[src/rtl/adder_bist_ctrl.sv]
// Built-in self-test controller for combinational adders: sweeps every {A,B,Cin}
// vector, waits SETTLE cycles, samples the adder and tallies mismatches.
module adder_bist_ctrl #(
    parameter int unsigned WIDTH  = 4,
    parameter int unsigned SETTLE = 2
) (
    input  logic                 clk,
    input  logic                 rst,
    input  logic                 start,
    output logic [WIDTH-1:0]     a_o,
    output logic [WIDTH-1:0]     b_o,
    output logic                 cin_o,
    input  logic [WIDTH-1:0]     s_i,
    input  logic                 cout_i,
    output logic                 busy,
    output logic                 done,
    output logic                 pass,
    output logic [15:0]          err_count,
    output logic [2*WIDTH:0]     first_fail_vec
);

    localparam int unsigned VW = 2 * WIDTH + 1;
    localparam int unsigned SW = WIDTH + 1;
    localparam int unsigned CW = (SETTLE > 1) ? $clog2(SETTLE) : 1;

    typedef enum logic [1:0] {
        S_IDLE,
        S_SETTLE,
        S_CHECK,
        S_DONE
    } state_t;

    state_t        r_state, w_state_nxt;
    logic [VW-1:0] r_v, w_v_nxt;
    logic [CW-1:0] r_cnt, w_cnt_nxt;
    logic          r_busy, w_busy_nxt;
    logic          r_done, w_done_nxt;
    logic          r_pass, w_pass_nxt;
    logic [15:0]   r_err, w_err_nxt;
    logic [VW-1:0] r_ff, w_ff_nxt;

    logic [SW-1:0] w_expected;
    logic [SW-1:0] w_actual;
    logic          w_mismatch;
    logic [15:0]   w_err_inc;
    logic [15:0]   w_err_after;
    logic          w_last;

    // The vector counter itself drives the adder operands.
    assign a_o            = r_v[VW-1:WIDTH+1];
    assign b_o            = r_v[WIDTH:1];
    assign cin_o          = r_v[0];
    assign busy           = r_busy;
    assign done           = r_done;
    assign pass           = r_pass;
    assign err_count      = r_err;
    assign first_fail_vec = r_ff;

    assign w_expected  = {1'b0, a_o} + {1'b0, b_o} + SW'(cin_o);
    assign w_actual    = {cout_i, s_i};
    assign w_mismatch  = (w_expected != w_actual);
    assign w_err_inc   = (r_err == 16'hFFFF) ? r_err : r_err + 16'd1;
    assign w_err_after = w_mismatch ? w_err_inc : r_err;
    assign w_last      = (r_v == {VW{1'b1}});

    always_ff @(posedge clk) begin
        if (rst) begin
            r_state <= S_IDLE;
            r_v     <= '0;
            r_cnt   <= '0;
            r_busy  <= 1'b0;
            r_done  <= 1'b0;
            r_pass  <= 1'b0;
            r_err   <= '0;
            r_ff    <= '0;
        end else begin
            r_state <= w_state_nxt;
            r_v     <= w_v_nxt;
            r_cnt   <= w_cnt_nxt;
            r_busy  <= w_busy_nxt;
            r_done  <= w_done_nxt;
            r_pass  <= w_pass_nxt;
            r_err   <= w_err_nxt;
            r_ff    <= w_ff_nxt;
        end
    end

    always_comb begin
        w_state_nxt = r_state;
        w_v_nxt     = r_v;
        w_cnt_nxt   = r_cnt;
        w_busy_nxt  = r_busy;
        w_done_nxt  = r_done;
        w_pass_nxt  = r_pass;
        w_err_nxt   = r_err;
        w_ff_nxt    = r_ff;

        case (r_state)
            S_IDLE, S_DONE: begin
                if (start) begin
                    w_state_nxt = S_SETTLE;
                    w_v_nxt     = '0;
                    w_cnt_nxt   = '0;
                    w_busy_nxt  = 1'b1;
                    w_done_nxt  = 1'b0;
                    w_pass_nxt  = 1'b0;
                    w_err_nxt   = '0;
                    w_ff_nxt    = '0;
                end
            end
            S_SETTLE: begin
                if (r_cnt == CW'(SETTLE - 1)) begin
                    w_state_nxt = S_CHECK;
                end else begin
                    w_cnt_nxt = r_cnt + CW'(1);
                end
            end
            S_CHECK: begin
                if (w_mismatch) begin
                    w_err_nxt = w_err_inc;
                    if (r_err == 16'd0) begin
                        w_ff_nxt = r_v;
                    end
                end
                if (w_last) begin
                    w_state_nxt = S_DONE;
                    w_busy_nxt  = 1'b0;
                    w_done_nxt  = 1'b1;
                    w_pass_nxt  = (w_err_after == 16'd0);
                end else begin
                    w_state_nxt = S_SETTLE;
                    w_v_nxt     = r_v + VW'(1);
                    w_cnt_nxt   = '0;
                end
            end
            default: begin
                w_state_nxt = S_IDLE;
            end
        endcase
    end

endmodule

[config.mk]
export PLATFORM = sky130hd
export DESIGN_NAME = adder_bist_ctrl
export DESIGN_NICKNAME = d
export VERILOG_FILES = /design/src/rtl/adder_bist_ctrl.sv
export SDC_FILE = /design/constraint.sdc
export NUM_CORES = 1
export LEC_CHECK = 0
export ABC_AREA = 1
export BUFFER_PORTS_ARGS = -buffer_cell sky130_fd_sc_hd__buf_2
export CORE_MARGIN = 2
export CORE_UTILIZATION = 47
export CTS_BUF_LIST = sky130_fd_sc_hd__clkbuf_4
export CTS_CLUSTER_SIZE = 20
export DETAILED_ROUTE_END_ITERATION = 10
export PLACE_DENSITY = 0.77
export SLEW_MARGIN = 20
export SYNTH_ARGS = -nofsm -noshare
export SYNTH_HDL_FRONTEND = slang
export SYNTH_SLANG_ARGS = --single-unit
[constraint.sdc]
create_clock -name clk -period 3.64 [get_ports clk]
set_input_delay 0.182 -clock clk [delete_from_list [all_inputs] [get_ports clk]]
set_output_delay 0.182 -clock clk [all_outputs]
set_load 0.05 [all_outputs]
# Word-level counts from Yosys, hierarchy flattened
# Cells that the tools add are included.
[op_classes]
div_mod_pow = 0
n_mul = 0
n_mux = 25
add_sub_neg = 5
bitwise_logic = 0
magnitude_cmp = 0
eq_ne = 12
n_shift = 0
reduce_logical = 11
[op_table]
columns = ["op", "count"]
rows = [
  ["$mux 16", 3],
  ["$mux 9", 4],
  ["$pmux 9 s2", 2],
  ["$logic_not 16->1", 2],
  ["$pmux 16 s2", 1],
  ["$add 16x1->16 const B", 1],
  ["$eq 16x16->1 const B", 1],
  ["$ne 2x2->1 const B", 6],
  ["$add 9x1->9 const B", 1],
  ["$eq 9x9->1 const B", 1],
  ["$mux 1", 7],
  ["$mux 2", 3],
  ["$pmux 1 s2", 3],
  ["$pmux 2 s3", 1],
  ["$reduce_and 2->1", 3],
  ["$reduce_and 3->1", 2],
  ["$add 4x4->5", 1],
  ["$add 5x1->5", 1],
  ["$ne 5x5->1", 1],
  ["$eq 2x2->1 const B", 2],
  ["$reduce_and 4->1", 1],
  ["$pmux 1 s3", 1],
  ["$eq 2x1->1 const B", 1],
  ["$logic_not 2->1", 1],
  ["other kinds (3)", 3],
]
[word_totals]
ff_bits = 40
word_cells = 61
ramBits = 0
inputBits = 8
out_inout_bits = 37
latchBits = 0
mem_count = 0
rom_bits = 0

# Longest topological paths before layout
[logic_depth]
depth_word = 7
ltp_mapped = 19
depth_no_buf = 18

# Worst setup path after synthesis
# Ideal clock, no wire load.
[synth_timing]
kind = "reg2reg"
startpoint = "register r_v[5]"
endpoint = "register r_pass (netlist: pass)"
period_less_slack_ns = 2.983
setup_slack_ns = 0.657
setup_ns = 0.067
arrival_ns = 2.916
stages_incl_launch_ff = 17
n_path_buf = 1
path_cell_list = "dfxtp_1 > inv_1 > fa_1 > inv_1 > fa_1 > xnor2_1 > nand2_1 > nor2_8 > nand3_4 > buf_6 > nand2_1 > nand2_1 > nor2_1 > nand2_1 > nor2_1 > nand3_1 > a21oi_2"
[synth_between]
elab_chain_len = 7
[synth_lines]
columns = ["element", "line_no", "text"]
rows = [
  ["start: declaration", "34", "logic [VW-1:0] r_v, w_v_nxt;"],
  ["start signal: assignment", "78", "r_v <= w_v_nxt;"],
  ["$add 4x4->5", "59", "assign w_expected = {1'b0, a_o} + {1'b0, b_o} + SW'(cin_o);"],
  ["$add 5x1->5", "59", ""],
  ["$ne 5x5->1", "61", "assign w_mismatch = (w_expected != w_actual);"],
  ["$mux 16", "-", ""],
  ["$logic_not 16->1", "129", "w_pass_nxt = (w_err_after == 16'd0);"],
  ["$mux 1", "125", "if (w_last) begin"],
  ["$pmux 1 s2", "98", "case (r_state)"],
  ["end signal: assignment", "82", "r_pass <= w_pass_nxt;"],
  ["end: declaration", "38", "logic r_pass, w_pass_nxt;"],
]
# Parallel ways exist; a longest one is shown, timed or not. The select of a mux whose other input is x is not followed.
# A chain may end at the register's enable or synchronous reset.

# Worst setup path in the final report
[layout_timing]
startpoint = "register r_v[5]"
endpoint = "register r_ff[2] (netlist: first_fail_vec[2])"
[layout_between]
elab_chain_len = 5
[layout_lines]
columns = ["element", "line_no", "text"]
rows = [
  ["$add 4x4->5", "59", ""],
  ["$add 5x1->5", "59", ""],
  ["$ne 5x5->1", "61", ""],
  ["$ne 2x2->1 (no line)", "-", ""],
  ["$reduce_and 4->1 (no line)", "-", ""],
  ["end signal: assignment", "84", "r_ff <= w_ff_nxt;"],
  ["end: declaration", "40", "logic [VW-1:0] r_ff, w_ff_nxt;"],
]
# Every way passes these cells.

==> key figures <==
Route
  – Drt drc: 0
  – TritonRoute pass-1 iters: 5
  – Initial drt markers: 195
  – DR WL met2: 3.241 mm
  – WL final: 6.950 mm
  – Vias: 2880
  – Routed len/inst: 12.89 um
  – M1 WL: 3.100 mm
  – ANT nets after route: 0
  – WL met3: 416 um
  – Via-to-Cell Ratio: between 5 and 6
  – Highest routed layer: met4

Layout
  – Area delta synth->final: 11.27%
  – Commonest non-fill, non-tap cell in the layout: nand2_1
  – Register area: roughly 800 um2
  – Most frequent cells in the layout: 129 x nand2_1, 45 x inv_1, 44 x buf_2
  – Proportion of layout cells with a drive suffix above 1: 15.63%
  – Multi-input logic area: 0.001658 mm2
  – ANT cells: 0
  – Final layout net count: 486
  – FILL cells: about 580
  – Final instance area: 0.003039 mm2

Timing
  – Final Setup Violations: 0
  – Setup TNS: 0 ns
  – Relative slew slack: 48.90%
  – Max Slew Vio Count: 0
  – Fmax: 0.3089 GHz
  – Hold Fails Final Rpt: 0
  – Skew final: ~0.014 ns
  – RSZ-0062 raised after global routing: false
  – Minimum clock period: between 3 and 4 ns
  – Worst-margin pin slew: 0.7664 ns
  – Period utilisation layout: 88.95%

Global routing
  – Initial antenna violation count: 0
  – First-pass GRT wire length: 11.75 mm
  – Vias in the first global route: 2573
  – GRT overflow: 0
  – GRT Total Usage: 22.90%
  – Largest net degree at the start of global routing: 34

Floorplan
  – Die span in y: 80.23 um
  – DIE AREA: 0.006437 mm2
  – Initial Utilization: approximately half
  – Top-level port count: 45
  – # rows: 27
  – Core Area: 0.005574 mm2
  – Die Wd: 80.23 um

Place
  – RD Place Congestion: 0.9316
  – Post-DP HPWL: around 5 mm
  – IO buf count: 44
  – Dpl cell area: 0.002964 mm2

Hold path
  – Hold Crit Depth: 4
  – WHS Endpoint: r_cnt
  – Hold Crit Class: input pin to flip-flop
  – Min-delay src: start

Synth
  – Post-synthesis compound-gate area fraction: a little under a tenth
  – Simple-gate share of the synthesized area: 43.06%
  – Mux contribution to synthesized area: 0%
  – Synth Area in XOR/XNOR: 2.245%
  – Syn Inst Count: 429
  – Mapped Nets: 449
  – Flops & latches, synth: 40
  – Post-synth EDFFs: 0
  – Seq/Total Area, Yosys: 29.32%
  – FFs w/ async S/R, synth: 0%
  – Avg Inst Size Synth: 6.367 um2
  – Unique masters post-synth: 33
  – Yosys Warn Count: 0
  – Netlist Area Pre-Place: between 0.002 and 0.003 mm2
  – Largest family of logic cells by synthesized area: simple AND/OR/NAND/NOR gates
  – Synth Flop Type: dfxtp_1
  – Adder-Cell Fraction of Synth Area: 6.047%

Worst setup path
  – Worst path max stage delay: 0.44 ns
  – Buf/Inv on CP: 3
  – FF-to-FF Start: r_v[5]
  – R2R setup slack: between 0.4 and 0.5 ns
  – WP data arrival: 3.46 ns
  – Worst R2R Path Depth: 12
  – Crit-path max FO: 21
  – Most used cell along the critical path: inv_1
  – Crit path required time: slightly below 4 ns
  – CP Class: flip-flop to flip-flop
  – CP Cell Sequence: inv_1 > fa_1 > inv_1 > fa_1 > xnor2_1 > nand2_1 > nor2_8 > nand3_4 > nand3b_1 > inv_1 > nand3_1 > a21oi_1
  – Nature of the critical path startpoint: flip-flop
  – WP depth: 12
  – Crit path max-delay cell type: nand3b_1
  – Crit end category: flip-flop
  – Cell family with most CP delay: simple AND/OR/NAND/NOR gates
  – Worst r2r dst: first_fail_vec[2]

Clocking
  – Clk_lat worst skew: 0.36 ns
  – CTS Root Cell: clkbuf_4
  – H-tree depth: 2
  – Num CTS Buffers: 5
  – Clk slew on worst S/H paths: 0.13 ns
  – CTS tree: done
  – Setup Buffers After CTS: 0
  – Clock sinks: 40
  – Resized cells post-CTS: 0
  – Clk buf depth: 2
  – CTS Hold Bufs: 0

Power and ir drop
  – Maximum vdd drop: 351.1 uV
  – P_leak: 1.361 nW
  – P per Cell Area: 319.3 mW/mm2

Flow run
  – Max-Cap Viols: 0

Outcome
  – Outcome: completed
[sequential cells by signal (all words and copies together), names as in the netlist]
register and flops:
first_fail_vec 9, err_count 16, r_state 2, busy 1, done 1, pass 1, r_v 9, r_cnt 1
[tightest hold or removal path: cells and delay by family]
kind,cells,cell delay [ns]
and+or+nand+nor,1,0.05
buffers and inverters,2,0.19
AOI/OAI and AO/OA,1,0.08
[power breakdown]
group / leakage [nW] / switching [mW] / internal, mW / total [mW]
Clock: 0.0403 / 0.153 / 0.140 / 0.293
Sequential: 0.323 / 0.00931 / 0.451 / 0.460
Combinational: 0.998 / 0.170 / 0.0470 / 0.217
Total: 1.36 / 0.332 / 0.638 / 0.970
[worst max path at each step]
stage	to	startpoint	slack, ns
floorplan	pass	r_v[5]	0.66
global placement	first_fail_vec[2]	r_v[5]	0.57
detailed placement	first_fail_vec[2]	r_v[5]	0.45
CTS	first_fail_vec[2]	r_v[5]	0.43
global route	first_fail_vec[8]	r_v[5]	0.19
finish	first_fail_vec[2]	r_v[5]	0.40
[synthesized netlist by cell type, types with 2 or more instances]
cell type    n  area [um2]
nand2_1    129       484.2
inv_1       45       168.9
nand3_1     42       210.2
nor2_1      41       153.9
dfxtp_1     40       800.8
a21oi_1     36       180.2
nand4_1     23       143.9
ha_1        10       125.1
nand2_2      7       43.79
clkbuf_1     6       22.52
xor2_1       6       52.55
buf_2        5       25.02
inv_2        4       15.01
nor3_1       4       20.02
o21ai_0      4       20.02
buf_6        3       33.78
nor2_4       3       33.78
o21ai_1      3       15.01
a211oi_1     2       15.01
fa_1         2       40.04
nor2_2       2       12.51
[cell families (layout without fill, tap and decap cells)]
family | Yosys count | count (layout)
flops | 40 | 40
fa+ha+maj | 12 | 12
buf+inv | 65 | 103
simple gates | 257 | 257
xor+xnor | 7 | 7
compound gates | 48 | 48
[final cells by class]
| cell class | instances | area share [%] |
|---|---|---|
| flip-flops and latches | 40 | 26.35 |
| multi-input cells | 324 | 54.55 |
| inverters | 50 | 6.175 |
| clock inverters | 3 | 1.235 |
| repair buffers | 45 | 7.493 |
| well taps | 72 | 2.964 |
| clock buffers | 5 | 1.235 |
[per-stage QoR]
stage	power, mW	worst slack, ns	hold WS (ns)	std cells	utilization [%]
after floorplan	0.6397	0.6565	0.4296	429	-
after global placement	0.6806	0.5737	0.4411	531	53.18
after detailed placement	0.6844	0.4524	0.4544	531	53.18
after CTS	0.9710	0.4290	0.1771	539	54.52
after global routing	1.015	0.1868	0.2045	539	54.52
final	0.9703	0.4024	0.1925	539	54.52
[per-layer routing]
| metal | GRT usage [%] | up-vias |
|---|---|---|
| met2 | 37.50 | 101 |
| li1 | - | 1465 |
| met1 | 29.34 | 1300 |
| met5 | 0 | - |
| met3 | 3.596 | 14 |
| met4 | 10.85 | 0 |
Power figures use the tool's default switching activity.
